<file path="src/rtl/uart_rx_stream_adapter.sv">
// Pops 12-bit rx FIFO entries, splits them into data byte and error flags, streams
// bytes on a valid/ready interface and keeps saturating per-class error counters.
module uart_rx_stream_adapter #(
   parameter int DATA_WIDTH  = 8,
   parameter int CNT_WIDTH   = 16,
   parameter bit DROP_ERRORS = 1'b1
) (
   input  logic                  clk,
   input  logic                  rst_n,
   input  logic                  fifo_empty,
   input  logic [11:0]           fifo_rd_data,
   output logic                  fifo_rd_en,
   output logic [DATA_WIDTH-1:0] m_data,
   output logic [2:0]            m_err,
   output logic                  m_valid,
   input  logic                  m_ready,
   output logic [CNT_WIDTH-1:0]  par_err_cnt,
   output logic [CNT_WIDTH-1:0]  frm_err_cnt,
   output logic [CNT_WIDTH-1:0]  brk_cnt,
   input  logic                  cnt_clear
);

   typedef enum logic [1:0] {S_IDLE, S_FETCH, S_EVAL, S_OUT} state_t;

   state_t                r_state;
   state_t                w_next;
   logic [7:0]            r_byte;
   logic [2:0]            r_flags;
   logic [DATA_WIDTH-1:0] r_m_data;
   logic [2:0]            r_m_err;
   logic [CNT_WIDTH-1:0]  r_par_cnt;
   logic [CNT_WIDTH-1:0]  r_frm_cnt;
   logic [CNT_WIDTH-1:0]  r_brk_cnt;
   logic                  w_rd_en;
   logic                  w_err;
   logic                  w_drop;
   logic                  w_hs;
   logic                  w_unused_rsvd;

   function automatic logic [CNT_WIDTH-1:0] sat_inc(input logic [CNT_WIDTH-1:0] v);
      return (&v) ? v : v + CNT_WIDTH'(1);
   endfunction

   assign w_err         = |r_flags;
   assign w_drop        = w_err && DROP_ERRORS;
   assign w_hs          = (r_state == S_OUT) && m_ready;
   assign w_unused_rsvd = fifo_rd_data[11];

   // NOTE: every output of a combinational block gets a default first, so no path infers a latch.
   always_comb begin
      w_next  = r_state;
      w_rd_en = 1'b0;
      case (r_state)
         S_IDLE:  if (!fifo_empty) begin
                     w_rd_en = 1'b1;
                     w_next  = S_FETCH;
                  end
         S_FETCH: w_next = S_EVAL;
         S_EVAL:  w_next = w_drop ? S_IDLE : S_OUT;
         S_OUT:   if (w_hs) begin
                     if (!fifo_empty) begin
                        w_rd_en = 1'b1;
                        w_next  = S_FETCH;
                     end else begin
                        w_next = S_IDLE;
                     end
                  end
         default: w_next = S_IDLE;
      endcase
   end

   // Pop strobe is combinational from the state; gate it so reset holds it low.
   assign fifo_rd_en = w_rd_en & rst_n;

   // NOTE: sequential state uses non-blocking assignments only; the async reset clears
   // every register here (there is no memory array that would need to stay unreset).
   always_ff @(posedge clk or negedge rst_n) begin
      if (!rst_n) begin
         r_state  <= S_IDLE;
         r_byte   <= '0;
         r_flags  <= '0;
         r_m_data <= '0;
         r_m_err  <= '0;
      end else begin
         r_state <= w_next;
         if (r_state == S_FETCH) begin
            r_byte  <= fifo_rd_data[7:0];
            r_flags <= fifo_rd_data[10:8];
         end
         if (r_state == S_EVAL && !w_drop) begin
            r_m_data <= DATA_WIDTH'(r_byte);
            r_m_err  <= DROP_ERRORS ? 3'b000 : r_flags;
         end
      end
   end

   // Clear wins over a same-cycle increment; counters saturate rather than wrap.
   always_ff @(posedge clk or negedge rst_n) begin
      if (!rst_n) begin
         r_par_cnt <= '0;
         r_frm_cnt <= '0;
         r_brk_cnt <= '0;
      end else if (cnt_clear) begin
         r_par_cnt <= '0;
         r_frm_cnt <= '0;
         r_brk_cnt <= '0;
      end else if (r_state == S_EVAL) begin
         if (r_flags[0]) r_par_cnt <= sat_inc(r_par_cnt);
         if (r_flags[1]) r_frm_cnt <= sat_inc(r_frm_cnt);
         if (r_flags[2]) r_brk_cnt <= sat_inc(r_brk_cnt);
      end
   end

   assign m_valid     = (r_state == S_OUT);
   assign m_data      = r_m_data;
   assign m_err       = r_m_err;
   assign par_err_cnt = r_par_cnt;
   assign frm_err_cnt = r_frm_cnt;
   assign brk_cnt     = r_brk_cnt;

endmodule

</file>
<file path="config.mk">
export PLATFORM = sky130hd
export DESIGN_NAME = uart_rx_stream_adapter
export DESIGN_NICKNAME = d
export VERILOG_FILES = /design/src/rtl/uart_rx_stream_adapter.sv
export SDC_FILE = /design/constraint.sdc
export NUM_CORES = 1
export LEC_CHECK = 0
export CAP_MARGIN = 20
export CORE_UTILIZATION = 45
export CTS_CLUSTER_DIAMETER = 80
export DETAILED_ROUTE_END_ITERATION = 8
export PLACE_DENSITY_LB_ADDON = 0.3
export SETUP_SLACK_MARGIN = 0.3
export SYNTH_ARGS = -nofsm -noshare
export SYNTH_HDL_FRONTEND = slang
export SYNTH_SLANG_ARGS = --single-unit
export TNS_END_PERCENT = 1
</file>
<file path="constraint.sdc">
create_clock -name clk -period 6.82 [get_ports clk]
set_input_delay 1.705 -clock clk [delete_from_list [all_inputs] [get_ports clk]]
set_output_delay 1.705 -clock clk [all_outputs]
set_load 0.03 [all_outputs]
</file>
Word level (Yosys, flattened, before mapping)
Index checks and enable logic that the tools add are counted.

cells by class
  $add $sub $neg = 3
  multiply operators = 0
  divide/modulo/power cells = 0
  $lt $le $gt $ge = 0
  equal/unequal tests = 8
  shift operators = 0
  muxes and demuxes = 20
  bitwise gates (word level) = 1
  reduce and logical (&&, ||, !) cells = 16

operator list
  cell                                            count
  two-way mux 16 bit                              12
  adder 16 x 1 -> 16 bit (second input constant)  3
  AND reduction 16 bit                            3
  AND reduction 3 bit                             3
  != test 2 bit (second input constant)           4
  case mux 2 bit (4 select lines)                 1
  nonzero test 2 bit                              4
  two-way mux 2 bit                               3
  == test 2 bit (second input constant)           2
  two-way mux 1 bit                               3
  OR reduction 3 bit                              1
  == test 2 x 1 -> 1 bit (second input constant)  1
  logical AND 1 bit                               2
  zero test 2 bit                                 1
  != test 2 x 1 -> 1 bit (second input constant)  1
  case mux 1 bit (2 select lines)                 1
  AND reduction 2 bit                             1
  bitwise AND 1 bit                               1
  zero test 1 bit                                 1

word-level totals
  register bits = 69
  bits in latches = 0
  memory bits (writable) = 0
  memory bits (read-only) = 0
  input port bits = 17
  output and inout port bits = 61
  logic and storage cells = 55
  memories = 0

Logic depth before layout (Yosys ltp)
  depth after elaboration = 5
  gate-level depth with buffers = 8
  depth with buffers taken out = 6

Worst setup path before layout
No wires, ideal clock.

  path kind = input -> output
  start = in m_ready
  end = out fifo_rd_en
  arrival time = 2.801 ns
  data required time = 5.115 ns
  path slack = 2.314 ns
  cell stages on the path = 2
  buffers on the path = 0
  cells stage by stage = a21oi_1 > nor4b_1

on the way
  cells in the longest elaborated chain, start to end = 4

RTL lines
  element                          line  text
  start, declared                  16    input logic m_ready,
  logical AND 1 bit                46    assign w_hs = (r_state == S_OUT) && m_ready;
  two-way mux 1 bit                60    S_OUT: if (w_hs) begin
  case mux 1 bit (2 select lines)  53    case (r_state)
  bitwise AND 1 bit                73    assign fifo_rd_en = w_rd_en & rst_n;
  end, declared                    12    output logic fifo_rd_en,

Every way passes these cells.

Worst setup path after layout
Same ends and word-level chain as after synthesis.

==> qor.yml <==
status:
  status: "complete, no violations"
yosys:
  syn_inst: 359
  syn_area_mm2: 0.00363
  ys_ff_latch: 69
  yosys_warnings: 0
  synth_seq_area_share_pct: 47.6
  ys_types: 46
  synth_edf_count: 0
  synth_ff_type: "dfrtp_1"
  syn_avg_cell_area_um2: 10.1
  synthArstFlopShare_pct: 100
placed_design:
  gp_congestion: 0.814
  dpl.cell_count: 523
  placed_area_mm2: 0.00443
  io_buffers: 73
  hpwl_mm: 5.58
layout:
  regArea_mm2: 0.00173
  fillers: 685
  utilization_pct: 60.3
  n_antenna_cell: 0
  final_cell_mix: "clkdlybuf4s50_1 (72), dfrtp_1 (69), a21oi_1 (37)"
  nNetsFinal: 458
  layout_commonest_cell: "clkdlybuf4s50_1"
  drive_above_1_share_pct: 13.0
  fin_cells: 540
  layout-area-overhead-vs-synth_pct: 29.0
  multiInputGateArea_mm2: 0.00179
  finalInstanceArea_mm2: 0.00468
min_path:
  whs_path_depth: 1
  min_to: "m_data[6]"
  hold_class: "register to register"
  min_from: "r_byte[6]"
route:
  drtIter0Drc: 146
  via_per_inst: 5.83
  first_pass_iters: 4
  wire_per_inst_um: 15.2
  antenna_left: 0
  drc: 0
  wirelength_mm: 8.21
  vias: 3147
sta:
  clock_skew_ps: 9.67
  max_clock_freq_mhz: 203
  hold_viol: 0
  rsz0062_at_grt: "no"
  fin_crit_ps: 4930
  fin_crit_sh_pct: 72.3
  slew_viol_final: 0
  fin_tns_setup_ps: 0
  max_slew_margin_pct: 33.7
  finalSetupViolations: 0
  worstMarginPinSlew_ps: 992
  holdWs_ps: 503
floorplan:
  pin_count: 78
  core_mm2: 0.00777
  die_area_mm2: 0.00843
  die_height_um: 91.8
  rows: 32
  start_util_pct: 46.7
  fp.dieW_um: 91.8
critical_path:
  path_class: "input pin to output port"
  cp-end-kind: "output port"
  timing.rr.start: "r_state[0]"
  cp-startpoint: "m_ready"
  arrival_ps: 3220
  rrSetupSlack_ps: 4260
  crit_fanout: 2
  startpoint_type: "input pin"
  reg2regPathDepth: 6
  r2r_end: "frm_err_cnt[15]"
  required_ps: 5120
cts:
  cts_tree: "yes"
  cts.repair.resized: 0
  cts.clk_slew.worst_paths_ps: 70
  cts.hold.buffers_added: 0
  cts_htree_levels: 3
  clk_latency_ps: 350
  clockBufferDepth: 2
  cts_buffers: 9
  cts_root_buf: "clkbuf_8"
  post_cts_buffers: 0
  clock_sinks: 69
grt:
  grt_max_degree: 51
  grt_first_pass_wirelength_mm: 14.2
  grt_pass1_vias: 3072
  grtUsageTotal_pct: 21.0
  antenna_found_initial: 0
  grt_overflow_total: 0
pwr:
  cellLeakagePower_nw: 1.79
  peakVddDrop_mv: 0.210
  power.density_mw_per_mm2: 275
run:
  cap_viol_max_count: 0
## power by group
part	switching, mW	internal, mW	total, mW
Sequential	0.0556	0.479	0.535
Combinational	0.185	0.167	0.353
Clock	0.160	0.238	0.398
## cell type report
type,count,share of cell area [%]
clock buffer,12,3.53
clock inverter,4,1.66
inverter,10,0.802
multi-input combinational,265,38.2
sequential,69,36.9
tap,102,2.73
timing repair buffer,78,16.2
## kinds of logic (layout without fill, tap and decap cells)
family | count (synthesis) | in the layout | share of synthesized area, %
DFF | 69 | 69 | 47.6
muxes | 28 | 28 | 8.59
buffers and inverters | 27 | 104 | 3.38
and+or+nand+nor | 141 | 141 | 22.8
adders and majority gates | 8 | 8 | 2.76
AOI/OAI and AO/OA | 85 | 85 | 14.8
other | 1 | 3 | 0.103
## worst max-delay path, stage by stage
cell	delay (ps)
clkdlybuf4s50_1	480
a21oi_1	70
nor4b_1	250
clkdlybuf4s50_1	720
## stage by stage
| stage | power, mW | worst slack, ps |
|---|---|---|
| floorplan | 0.777 | 2310 |
| global placement | 0.884 | 1910 |
| detailed placement | 0.898 | 1900 |
| CTS | 1.30 | 1870 |
| global route | 1.35 | 1810 |
| finish | 1.29 | 1890 |
## registers in the layout, summed over array words and instances, names as in the netlist
signal / flops
r_flags: 3
r_state: 2
m_data: 8
brk_cnt: 16
r_byte: 8
frm_err_cnt: 16
par_err_cnt: 16
## cells in the mapped netlist, types with 4 or more instances
master    number  area [µm²]
inv_1         10        37.5
nand4_1       16         100
mux2_2        25         282
or3_1         11        68.8
nor2_1        16        60.1
nor4_1         7        43.8
nor2b_1        7        43.8
clkbuf_1      11        41.3
a21oi_1       37         185
and4_1         6        52.6
dfrtp_1       69        1730
nor3_1         7        35.0
ha_1           8         100
nand2_1       21        78.8
o31ai_1       17         128
o21ai_0       11        55.1
nand3_1       18        90.1
and3_1         4        25.0
or4_1         17         128
## how the worst max path moves through the flow
stage	endpoint	cells past startpoint	slack [ps]
floorplan	fifo_rd_en	2	2310
global placement	fifo_rd_en	4	1910
detailed placement	fifo_rd_en	4	1900
CTS	fifo_rd_en	4	1870
global route	fifo_rd_en	4	1810
finish	fifo_rd_en	4	1890
## per-layer routing
layer	part of all wire (%)	track usage (%)	vias up
met3	5.4	4.64	10
met4	1.5	9.51	0
met1	45	26.9	1519
met5	0	0	-
met2	48	33.8	85
li1	-	-	1533
(Power assumes the default switching activity.)
